$ cat src/rtl/gpio_int_rst_seq_if.sv
// Control/status bundle between the reset sequencer and its software/board side.
interface gpio_int_rst_seq_if #(
    parameter int P_RST_NUM = 4
);
    logic [P_RST_NUM-1:0] i_sw_rst_req;
    logic                 i_hold;
    logic [P_RST_NUM-1:0] o_rstn;
    logic                 o_rst_done;
    logic [1:0]           o_state;

    modport master (
        output i_sw_rst_req, i_hold,
        input  o_rstn, o_rst_done, o_state
    );

    modport slave (
        input  i_sw_rst_req, i_hold,
        output o_rstn, o_rst_done, o_state
    );
endinterface

$ cat src/rtl/gpio_int_rst_seq.sv
// Staggered release of P_RST_NUM local resets after a synchronised board reset,
// with per-channel software re-pulse once the sequence has finished.
//
// state  | meaning
// ASSERT | all outputs held in reset, waiting for synchronised release
// WAIT   | releasing channels one by one, P_STEP_DLY cycles apart
// DONE   | all released; software pulses serviced here
module gpio_int_rst_seq #(
    parameter int P_RST_NUM     = 4,
    parameter int P_SYNC_STAGES = 2,
    parameter int P_STEP_DLY    = 16,
    parameter int P_SW_PULSE    = 32
) (
    input logic              clk_50m,
    input logic              rstn_50m,
    gpio_int_rst_seq_if.slave bus
);
    localparam int CW = $clog2((P_STEP_DLY > P_SW_PULSE) ? P_STEP_DLY : P_SW_PULSE) + 1;
    localparam int IW = $clog2(P_RST_NUM) + 1;

    localparam logic [1:0] ST_ASSERT = 2'd0;
    localparam logic [1:0] ST_WAIT   = 2'd1;
    localparam logic [1:0] ST_DONE   = 2'd2;

    logic [P_SYNC_STAGES-1:0]         sync_q, sync_d;
    logic                             s_rstn_syn;
    logic [1:0]                       state_q, state_d;
    logic [CW-1:0]                    step_cnt_q, step_cnt_d;
    logic [IW-1:0]                    idx_q, idx_d;
    logic [P_RST_NUM-1:0]             rstn_q, rstn_d;
    logic [P_RST_NUM-1:0]             req_prev_q, req_prev_d;
    logic [P_RST_NUM-1:0]             req_rise;
    logic [P_RST_NUM-1:0][CW-1:0]     sw_cnt_q, sw_cnt_d;
    logic                             done_q, done_d;

    assign s_rstn_syn = sync_q[P_SYNC_STAGES-1];
    assign sync_d     = {sync_q[P_SYNC_STAGES-2:0], 1'b1};
    assign req_prev_d = bus.i_sw_rst_req;
    assign req_rise   = bus.i_sw_rst_req & ~req_prev_q;

    always_comb begin
        state_d    = state_q;
        step_cnt_d = step_cnt_q;
        idx_d      = idx_q;
        rstn_d     = rstn_q;
        sw_cnt_d   = sw_cnt_q;
        case (state_q)
            ST_ASSERT: begin
                rstn_d = '0;
                if (s_rstn_syn) begin
                    state_d    = ST_WAIT;
                    step_cnt_d = '0;
                    idx_d      = '0;
                end
            end
            ST_WAIT: begin
                if (!bus.i_hold) begin
                    if (step_cnt_q == CW'(P_STEP_DLY - 1)) begin
                        step_cnt_d = '0;
                        idx_d      = idx_q + 1'b1;
                        rstn_d     = rstn_q | (P_RST_NUM'(1) << idx_q);
                        if (idx_q == IW'(P_RST_NUM - 1)) begin
                            state_d = ST_DONE;
                        end
                    end else begin
                        step_cnt_d = step_cnt_q + 1'b1;
                    end
                end
            end
            ST_DONE: begin
                // Down-counters; a new rising edge reloads, which stretches a live pulse.
                for (int k = 0; k < P_RST_NUM; k++) begin
                    if (req_rise[k]) begin
                        sw_cnt_d[k] = CW'(P_SW_PULSE);
                        rstn_d[k]   = 1'b0;
                    end else if (sw_cnt_q[k] == CW'(1)) begin
                        sw_cnt_d[k] = '0;
                        rstn_d[k]   = 1'b1;
                    end else if (sw_cnt_q[k] != '0) begin
                        sw_cnt_d[k] = sw_cnt_q[k] - 1'b1;
                    end
                end
            end
            default: state_d = ST_ASSERT;
        endcase
    end

    assign done_d = (state_q == ST_DONE) && (sw_cnt_d == '0);

    always_ff @(posedge clk_50m or negedge rstn_50m) begin
        if (!rstn_50m) begin
            sync_q     <= '0;
            state_q    <= ST_ASSERT;
            step_cnt_q <= '0;
            idx_q      <= '0;
            rstn_q     <= '0;
            req_prev_q <= '0;
            sw_cnt_q   <= '0;
            done_q     <= 1'b0;
        end else begin
            sync_q     <= sync_d;
            state_q    <= state_d;
            step_cnt_q <= step_cnt_d;
            idx_q      <= idx_d;
            rstn_q     <= rstn_d;
            req_prev_q <= req_prev_d;
            sw_cnt_q   <= sw_cnt_d;
            done_q     <= done_d;
        end
    end

    assign bus.o_rstn     = rstn_q;
    assign bus.o_rst_done = done_q;
    assign bus.o_state    = state_q;
endmodule
$ cat src/flat_wrapper.sv
// flat-port wrapper written by rule: the top's interface ports become plain ports
module gpio_int_rst_seq_flat 
#(
    parameter int P_RST_NUM     = 4,
    parameter int P_SYNC_STAGES = 2,
    parameter int P_STEP_DLY    = 16,
    parameter int P_SW_PULSE    = 32
)
  (clk_50m, rstn_50m, bus_i_sw_rst_req, bus_i_hold, bus_o_rstn, bus_o_rst_done, bus_o_state);
  gpio_int_rst_seq_if #(.P_RST_NUM(P_RST_NUM)) bus_i ();
  input logic clk_50m;
  input logic rstn_50m;
  input wire logic [$bits(bus_i.i_sw_rst_req)-1:0] bus_i_sw_rst_req;
  input wire logic [$bits(bus_i.i_hold)-1:0] bus_i_hold;
  output wire logic [$bits(bus_i.o_rstn)-1:0] bus_o_rstn;
  output wire logic [$bits(bus_i.o_rst_done)-1:0] bus_o_rst_done;
  output wire logic [$bits(bus_i.o_state)-1:0] bus_o_state;
  assign bus_i.i_sw_rst_req = bus_i_sw_rst_req;
  assign bus_i.i_hold = bus_i_hold;
  assign bus_o_rstn = bus_i.o_rstn;
  assign bus_o_rst_done = bus_i.o_rst_done;
  assign bus_o_state = bus_i.o_state;
  gpio_int_rst_seq #(.P_RST_NUM(P_RST_NUM), .P_SYNC_STAGES(P_SYNC_STAGES), .P_STEP_DLY(P_STEP_DLY), .P_SW_PULSE(P_SW_PULSE)) u_core (.clk_50m(clk_50m), .rstn_50m(rstn_50m), .bus(bus_i));
endmodule
$ cat config.mk
export PLATFORM = sky130hd
export DESIGN_NAME = gpio_int_rst_seq_flat
export DESIGN_NICKNAME = d
export VERILOG_FILES = /design/src/rtl/gpio_int_rst_seq_if.sv /design/src/rtl/gpio_int_rst_seq.sv /design/src/flat_wrapper.sv
export SDC_FILE = /design/constraint.sdc
export NUM_CORES = 1
export LEC_CHECK = 0
export CORE_MARGIN = 1
export CORE_UTILIZATION = 50
export DETAILED_ROUTE_END_ITERATION = 6
export GPL_TIMING_DRIVEN = 0
export MAX_ROUTING_LAYER = met4
export PLACE_DENSITY = 0.76
export SLEW_MARGIN = 20
export SYNTH_ARGS = -nofsm -noshare
export SYNTH_HDL_FRONTEND = slang
export SYNTH_SLANG_ARGS = --single-unit
$ cat constraint.sdc
create_clock -name clk_50m -period 3.2 [get_ports clk_50m]
set_input_delay 0.64 -clock clk_50m [delete_from_list [all_inputs] [get_ports clk_50m]]
set_output_delay 0.64 -clock clk_50m [all_outputs]
set_load 0.01 [all_outputs]
* Word-level counts from Yosys, hierarchy flattened *
Index checks and enable logic that the tools add are counted.

cells by class
  add/sub/neg operators = 6
  equal/unequal tests = 16
  reductions and logical operators = 16
  bitwise gates (word level) = 4
  shift-type cells = 1
  multiplexer cells = 37

operators by type and width
  cell                 number
  $mux 6               15
  $eq 6x1->1 const B   4
  $logic_not 24->1     1
  $mux 24              1
  $reduce_bool 6->1    4
  $sub 6x1->6 const B  4
  $reduce_and 4->1     5
  $ne 3x1->1 const B   4
  $pmux 4 s3           1
  $pmux 6 s2           1
  $mux 3               3
  $mux 1               8
  $mux 2               4
  $mux 4               2
  $add 6x1->6 const B  1
  $eq 6x4->1 const B   1
  $ne 2x1->1 const B   3
  $pmux 2 s3           1
  $pmux 3 s2           1
  $reduce_and 5->1     1
  $and 4x4->4          1
  $not 4->4            1
  $or 4x4->4           1
  $shl 1x3->4 const A  1
  other kinds (11)     11

storage, ports and cells
  output and inout port bits = 7
  word-level logic and storage cells = 94
  register bits = 46
  input port bits = 7

* Longest topological paths before layout *
Gate-level depths: netlist (run 1).

  depth after elaboration = 7
  depth in mapped cells = 9
  gate-level depth less buffers = 8

* Worst setup path after synthesis (run 1) *
Ideal clock, no wire load.

  kind = reg-to-reg
  start = register u_core.sw_cnt_q[14] (netlist bit)
  end = register u_core.done_q (netlist: u_core.bus.o_rst_done)
  arrival = 2.168 ns
  library setup time = 0.096 ns
  path slack = 0.936 ns
  path buffers = 1
  clock period less this slack = 2.264 ns
  cell stages (with the launch flop) = 8
  required time = 3.104 ns
  path through = dfrtp_1 buf_2 or3_1 nor4_1 mux2_2 a2111oi_0 nand4b_1 nor4_2

on the way
  longest elaborated chain between the ends = 7
  elaborated cells on any way between the ends = 9
  those cells by class = add/sub: 1; eq/ne: 1; mux: 4; reduce/logical: 3

RTL lines
  what                                                     RTL line                                        source
  start: declaration                                       gpio_int_rst_seq.sv:33                          logic [P_RST_NUM-1:0][CW-1:0] sw_cnt_q, sw_cnt_d;
  start signal: assignment                                 gpio_int_rst_seq.sv:107                         sw_cnt_q <= sw_cnt_d;
  $sub 6x1->6 / $reduce_bool 6->1 (equally long branches)  gpio_int_rst_seq.sv:80, gpio_int_rst_seq.sv:79
  $mux 6                                                   gpio_int_rst_seq.sv:79                          end else if (sw_cnt_q[k] != '0) begin
  $mux 6                                                   gpio_int_rst_seq.sv:76                          end else if (sw_cnt_q[k] == CW'(1)) begin
  $mux 6                                                   gpio_int_rst_seq.sv:73                          if (req_rise[k]) begin
  $mux 24 (*)                                              gpio_int_rst_seq.sv:47                          case (state_q)
  $logic_not 24->1 (*)                                     gpio_int_rst_seq.sv:88                          assign done_d = (state_q == ST_DONE) && (sw_cnt_d == '0);
  $logic_and 1x1->1 (*)                                    gpio_int_rst_seq.sv:88
  named net u_core.done_d                                  gpio_int_rst_seq.sv:34                          logic done_q, done_d;
  end signal: assignment                                   gpio_int_rst_seq.sv:108                         done_q <= done_d;
  end: declaration                                         gpio_int_rst_seq.sv:34

The timed path passes the listed nets; every way through them passes the cells marked *.
A chain may end at the register's enable or synchronous reset.

* Worst setup path after layout (run 1) *
  start = register u_core.state_q[0] (netlist: u_core.bus.o_state[0])
  end = register u_core.done_q (netlist: u_core.bus.o_rst_done)

on the way
  longest elaborated chain between the ends = 4

RTL lines
  what                      RTL line                                        source
  start: declaration        gpio_int_rst_seq.sv:27                          logic [1:0] state_q, state_d;
  start signal: assignment  gpio_int_rst_seq.sv:102                         state_q <= state_d;
  $eq 2x2->1 (*)            gpio_int_rst_seq.sv:47, gpio_int_rst_seq.sv:88
  $mux 24                   gpio_int_rst_seq.sv:47
  $logic_not 24->1          gpio_int_rst_seq.sv:88
  $logic_and 1x1->1 (*)     gpio_int_rst_seq.sv:88
  named net u_core.done_d   gpio_int_rst_seq.sv:34

Marks and branches as above.

==> results of run 1 <==
power by group through the flow:
stage	logic, W	registers (W)	clock network (W)
after floorplan	0.00107	0.000891	0
after global placement	0.00135	0.000919	0
after detailed placement	0.00140	0.000927	0
after CTS	0.00141	0.000918	0.000352
after global routing	0.00159	0.000948	0.000371
final	0.00142	0.000923	0.000339
routing by layer:
layer  vias to the layer above  routed length [um]
met4                         0                  92
li1                       1200                   -
met2                        57                3020
met1                      1178                3010
met3                         8                 281
met5                         -                   0
final cells by class:
cell class / instances / area, um^2 / area share
Tap cell: 72 / 90.1 / 0.0280
Clock inverter: 2 / 10.0 / 0.00311
Timing Repair Buffer: 14 / 153 / 0.0474
Sequential cell: 46 / 1150 / 0.357
Inverter: 21 / 78.8 / 0.0245
Clock buffer: 5 / 68.8 / 0.0214
Multi-Input combinational cell: 241 / 1630 / 0.505
Buffer: 9 / 45.0 / 0.0140
cell usage in the layout, fill, tap and decap left out, types with 4 or more instances in the layout:
cell type	instances
a32o_1	6
a21oi_1	12
a21o_1	4
nand3_1	6
nor4_1	4
buf_2	4
o21ai_0	30
o21ai_1	4
nor2_1	18
nand2b_1	6
nor3_1	11
clkbuf_8	5
ha_1	22
clkbuf_1	5
a22o_1	7
o31ai_1	9
inv_1	21
clkdlybuf4s50_1	12
nand2_1	41
dfrtp_1	46
metrics by stage:
stage,total power [W],hold slack [ns],setup WS (ns),utilization
floorplan,0.00197,0.331,0.936,-
global placement,0.00227,0.333,0.202,0.563
detailed placement,0.00233,0.335,0.473,0.568
CTS,0.00268,0.344,0.474,0.582
global route,0.00291,0.367,0.293,0.582
finish,0.00268,0.333,0.472,0.582
sequential cells by signal (all words and copies together) (netlist names):
| name | cells |
|---|---|
| u_core.sync_q | 2 |
| u_core.step_cnt_q | 6 |
| u_core.sw_cnt_q | 24 |
| u_core.bus.o_rst_done | 1 |
| u_core.bus.o_rstn | 4 |
| u_core.bus.o_state | 2 |
| u_core.idx_q | 3 |
| u_core.req_prev_q | 4 |
kinds of logic (layout without fill, tap and decap cells):
family / count (synthesis) / in the layout
other: 1 / 1
AND/OR/NAND/NOR: 115 / 115
AO/OA/AOI/OAI: 96 / 96
adder cells (fa/ha/maj): 22 / 22
flip-flops: 46 / 46
buffers and inverters: 30 / 51
XOR/XNOR: 3 / 3
multiplexers: 4 / 4
worst paths after layout:
check                                                   endpoint  slack [ns]  depth (start not counted)
worst max-delay path             u_core.bus.o_rst_done$_DFF_PN0_        0.47                          8
worst min-delay path               u_core.sw_cnt_q[20]$_DFF_PN0_        0.33                          1
worst max register to register   u_core.bus.o_rst_done$_DFF_PN0_        0.47                          8
worst min register to register        u_core.sync_q[1]$_DFF_PN0_        0.35                          0
max in group asynchronous       u_core.bus.o_rstn[2]$_DFFE_PN0P_        2.34                          2
min in group clk_50m                  u_core.sync_q[1]$_DFF_PN0_        0.35                          0
worst max-delay path: cells and delay by family, from the launching register on:
| family | cells | cell delay [ns] |
|---|---|---|
| compound gates | 1 | 0.49 |
| fa+ha+maj | 1 | 0.21 |
| buf+inv | 2 | 0.22 |
| flops | 1 | 0.45 |
| mux | 1 | 0.39 |
| simple gates | 3 | 0.86 |
==> results.py, run 1 <==
metrics = {
    "grt": {
        "antenna_found_initial": 0,
        "grt_overflow": 0,
        "grt_pass1_wl_mm": 10.9,
        "use_met1": 0.303,
        "grt_start_max_net_pins": 25,
        "grtUsageMet2": 0.368,
        "grt_usage": 0.232,
        "grt_use_met3": 0.0430,
        "grt_pass1_vias": 2312,
        "grt-busiest-layer": "met2",
    },
    "sta": {
        "period_minus_slack_ns": 2.73,
        "skew_ns": 0.0102,
        "slew_viol_final": 0,
        "hold_viol": 0,
        "tightest_slew_ns": 0.992,
        "fin_tns_setup_ns": 0,
        "max_freq_mhz": 367,
        "min_period_over_period": 0.853,
        "relSlewSlack": 0.335,
        "setup_viol": 0,
        "rsz0062_at_grt": "false",
    },
    "critical_path": {
        "arrival_ns": 2.91,
        "crit_type": "reg2reg",
        "slowest_stage": "a2111oi_0",
        "critPathLaunch": "u_core.bus.o_state[0]$_DFFE_PN0P_",
        "path_common_cell": "inv_1",
        "endpoint_kind": "register",
        "cp_slowest_stage_delay_ns": 0.49,
        "worstSetupStartpointType": "register",
        "regToRegStartpoint": "u_core.bus.o_state[0]$_DFFE_PN0P_",
        "cp.required_ns": 3.38,
        "worst-path-max-fanout": 5,
        "worstPathCellList": "inv_1 -> ha_1 -> inv_1 -> nor4_1 -> mux2_2 -> a2111oi_0 -> nand4b_1 -> nor4_2",
    },
    "min_path": {
        "holdCritPathClass": "in2async",
    },
    "clock_tree": {
        "cts_resized": 0,
        "hold_buffers": 0,
        "h-tree-depth": 2,
        "cts_root_buf": "clkbuf_8",
        "cts-buffers-inserted": 5,
        "clkSinkCount": 46,
        "post_cts_buffers": 0,
        "clk_pin_slew_ns": 0.09,
        "cts.path.max_buffers": 2,
        "insertion_delay_ns": 0.30,
        "cts_tree": "yes",
    },
    "yosys": {
        "syn_area_mm2": 0.00290,
        "synthXorXnorAreaFrac": 0.00906,
        "synth_edf_count": 0,
        "synth_top_area_cell": "dfrtp_1",
        "synthFlopType": "dfrtp_1",
        "syn-num-nets": 346,
        "synth_cells": 317,
        "synthArstFlopShare": 1.00,
        "synth.top_cells.by_area": "dfrtp_1 40%, ha_1 9.5%, nand2_1 5.3%",
        "ys.warnings.count": 0,
        "muxShareOfSynthArea": 0.0151,
        "synth_common_cells": "46 x dfrtp_1, 41 x nand2_1, 30 x o21ai_0",
        "yosys.area_share.simple": 0.210,
        "synth_compound_area_frac": 0.230,
        "synth_seq_cells": 46,
        "synth_adder_area_share": 0.0949,
        "syn_avg_cell_area_um2": 9.15,
        "yosys.cell_count.top_type": "dfrtp_1",
        "synth.distinct_cells": 57,
        "synth_top_family_by_area": "compound AO/OA/AOI/OAI gates",
        "ys_seq_area_frac": 0.397,
        "yosysTopAreaCellShare": 0.397,
    },
    "route": {
        "ant_nets": 0,
        "num_vias": 2443,
        "drt-total-wl_mm": 6.41,
        "drc_errors": 0,
        "firstDrtPassIters": 6,
        "routedWlPerCell_um": 15.6,
        "via_per_inst": 5.96,
        "drt_iter0_drc": 195,
    },
    "power_and_ir_drop": {
        "pwr-share-clk": 0.126,
        "vdd_ir_drop_max_uv": 426,
        "internal_power_w": 0.00147,
        "p_comb_frac": 0.530,
        "p_switching_w": 0.00121,
        "p_leak_nw": 1.39,
        "seqPwrFrac": 0.344,
        "switching_share": 0.451,
        "power_density_mw_per_mm2": 832,
    },
    "final_layout": {
        "stdcell_area_mm2": 0.00322,
        "stdcell_count": 410,
        "layout-area-overhead-vs-synth_pct": 11.1,
        "nNetsFinal": 367,
        "final.fill_count": 495,
        "layout-drive-gt1-share": 0.0799,
        "num_antenna_cells": 0,
    },
    "place": {
        "port_buffers": 13,
        "detailed_place.area_mm2": 0.00314,
        "dp.cells": 403,
        "routabilityCongestion": 0.921,
        "dp_hpwl_mm": 4.78,
    },
    "floorplanning": {
        "die_area_mm2": 0.00611,
        "core_area_mm2": 0.00554,
        "start_util": 0.524,
        "die_x_um": 78.2,
        "num_rows": 27,
        "die-height_um": 78.2,
        "io_pins": 14,
    },
    "status": {
        "status": "completed",
    },
    "job": {
        "maxCapViolCount": 0,
    },
}
Power figures use the tool's default switching activity.
==> run 2, diff against run 1 <==
--- a/config.mk
+++ b/config.mk
@@ -9,9 +9,8 @@
 export CORE_UTILIZATION = 50
 export DETAILED_ROUTE_END_ITERATION = 6
 export GPL_TIMING_DRIVEN = 0
-export MAX_ROUTING_LAYER = met4
 export PLACE_DENSITY = 0.76
-export SLEW_MARGIN = 20
+export SLEW_MARGIN = 40
 export SYNTH_ARGS = -nofsm -noshare
 export SYNTH_HDL_FRONTEND = slang
 export SYNTH_SLANG_ARGS = --single-unit
==> run 2 against run 1 <==
Maximum frequency up 1.0%. Die area unchanged. Clock power about the same. Non-clock buffer count unchanged. Combinational power about the same. Worst setup slack better by 0.027 ns. Flip-flop and latch count unchanged. Cell count unchanged. Global-route usage down 0.34 points. Highest routed layer unchanged.
==> results.py, run 2 (same netlist as run 1, synthesis figures left out) <==
metrics = {
    "power_and_ir_drop": {
        "power_density_mw_per_mm2": 833,
        "seqPwrFrac": 0.343,
        "p_comb_frac": 0.531,
        "vdd_ir_drop_max_uv": 424,
        "pwr-share-clk": 0.126,
        "p_switching_w": 0.00121,
        "p_leak_nw": 1.39,
        "internal_power_w": 0.00148,
        "switching_share": 0.450,
    },
    "critical_path": {
        "worst-path-max-fanout": 10,
        "crit_type": "reg2reg",
        "r2r_end": "u_core.bus.o_rst_done$_DFF_PN0_",
        "regToRegStartpoint": "u_core.bus.o_state[0]$_DFFE_PN0P_",
        "rr_worst_depth": 8,
        "rrSetupSlack_ns": 0.50,
        "arrival_ns": 2.90,
        "worstSetupStartpointType": "register",
        "cp.required_ns": 3.40,
        "endpoint_kind": "register",
    },
    "grt": {
        "grt_start_max_net_pins": 25,
        "grt_overflow": 0,
        "grt_pass1_vias": 2348,
        "antenna_found_initial": 0,
        "grt_pass1_wl_mm": 10.9,
        "grt_usage": 0.228,
    },
    "final_layout": {
        "num_antenna_cells": 0,
        "final.fill_count": 489,
        "layout_commonest_cell": "dfrtp_1",
        "regMostFlops": "u_core.sw_cnt_q",
        "top_regs": "u_core.sw_cnt_q: 24 flops, u_core.step_cnt_q: 6 flops",
        "fin_util": 0.583,
        "final_cell_mix": "46 x dfrtp_1, 41 x nand2_1, 30 x o21ai_0",
        "nNetsFinal": 367,
        "seq_area_mm2": 0.00115,
        "largest_reg_flops": 24,
        "layout-drive-gt1-share": 0.0769,
        "layout-area-overhead-vs-synth_pct": 11.3,
        "multi_input_area_mm2": 0.00163,
        "stdcell_count": 410,
    },
    "route": {
        "firstDrtPassIters": 4,
        "drc_errors": 0,
        "drt-total-wl_mm": 6.44,
        "ant_nets": 0,
        "routedWlPerCell_um": 15.7,
        "num_vias": 2462,
        "drt_iter0_drc": 188,
        "via_per_inst": 6.00,
    },
    "clock_tree": {
        "h-tree-depth": 2,
        "clkSinkCount": 46,
        "cts_tree": "yes",
        "clk_pin_slew_ns": 0.08,
        "hold_buffers": 0,
        "cts-buffers-inserted": 5,
        "cts_resized": 0,
        "cts.path.max_buffers": 2,
        "post_cts_buffers": 0,
        "insertion_delay_ns": 0.30,
        "cts_root_buf": "clkbuf_8",
    },
    "place": {
        "dp_hpwl_mm": 4.74,
        "port_buffers": 13,
        "dp.cells": 403,
        "routabilityCongestion": 0.906,
    },
    "floorplanning": {
        "io_pins": 14,
        "die_x_um": 78.2,
        "num_rows": 27,
        "die-height_um": 78.2,
        "die_area_mm2": 0.00611,
        "core_area_mm2": 0.00554,
        "start_util": 0.524,
    },
    "status": {
        "status": "completed",
    },
    "sta": {
        "relSlewSlack": 0.606,
        "hold_viol": 0,
        "setup_viol": 0,
        "slew_viol_final": 0,
        "max_freq_mhz": 370,
        "rsz0062_at_grt": "false",
        "skew_ns": 0.0108,
        "tightest_slew_ns": 0.585,
        "period_minus_slack_ns": 2.70,
        "fin_tns_setup_ns": 0,
        "min_period_over_period": 0.844,
    },
    "job": {
        "maxCapViolCount": 0,
    },
    "min_path": {
        "holdCritPathClass": "in2async",
    },
}
[run 2: how the worst max path moves through the flow]
stage	startpoint	endpoint
final	u_core.bus.o_state[0]$_DFFE_PN0P_	u_core.bus.o_rst_done$_DFF_PN0_
after global routing	u_core.bus.o_state[0]$_DFFE_PN0P_	u_core.bus.o_rst_done$_DFF_PN0_
after CTS	u_core.bus.o_state[0]$_DFFE_PN0P_	u_core.bus.o_rst_done$_DFF_PN0_
after detailed placement	bus_i_sw_rst_req[3]	u_core.bus.o_rst_done$_DFF_PN0_
after global placement	rstn_50m	u_core.req_prev_q[0]$_DFF_PN0_
after floorplan	u_core.sw_cnt_q[14]$_DFF_PN0_	u_core.bus.o_rst_done$_DFF_PN0_
[run 2: power by group through the flow]
stage	clock network, W	registers, W	logic, W
global route	0.000369	0.000945	0.00161
finish	0.000340	0.000921	0.00143
detailed placement	0	0.000924	0.00141
floorplan	0	0.000891	0.00107
global placement	0	0.000919	0.00135
CTS	0.000347	0.000916	0.00141
[run 2: per-stage QoR]
| step | setup slack (ns) | total power, W | hold WS (ns) | area (um^2) |
|---|---|---|---|---|
| 6_report | 0.499 | 0.00269 | 0.233 | 3230 |
| 5_1_grt | 0.281 | 0.00292 | 0.250 | 3230 |
| 4_1_cts | 0.487 | 0.00268 | 0.242 | 3230 |
| 3_5_place_dp | 0.478 | 0.00233 | 0.335 | 3150 |
| 3_3_place_gp | 0.202 | 0.00227 | 0.333 | 3120 |
| 2_1_floorplan | 0.936 | 0.00197 | 0.331 | 2900 |
[run 2: worst max-delay path, cell delays in order (launching register included)]
cell       delay (ns)
dfrtp_1          0.44
inv_1            0.11
ha_1             0.21
buf_2            0.27
clkbuf_1         0.37
a21oi_1          0.12
a2111oi_0        0.53
nand4b_1         0.17
nor4_2           0.35
[run 2: layout make-up]
cell class / count / area share
plain buffers: 9 / 0.0140
clock buffers: 7 / 0.0236
inverters: 21 / 0.0244
multi-input cells: 241 / 0.505
flip-flops and latches: 46 / 0.357
well taps: 72 / 0.0279
repair buffers: 14 / 0.0481
[run 2: metal layers]
| metal | GRT usage | up-vias | wire (um) | part of all wire |
|---|---|---|---|---|
| met4 | 0.0907 | 0 | 118 | 0.018 |
| met5 | 0 | - | 0 | 0 |
| met3 | 0.0372 | 11 | 303 | 0.047 |
| met1 | 0.305 | 1179 | 3030 | 0.47 |
| met2 | 0.370 | 70 | 3000 | 0.47 |
| li1 | - | 1202 | - | - |
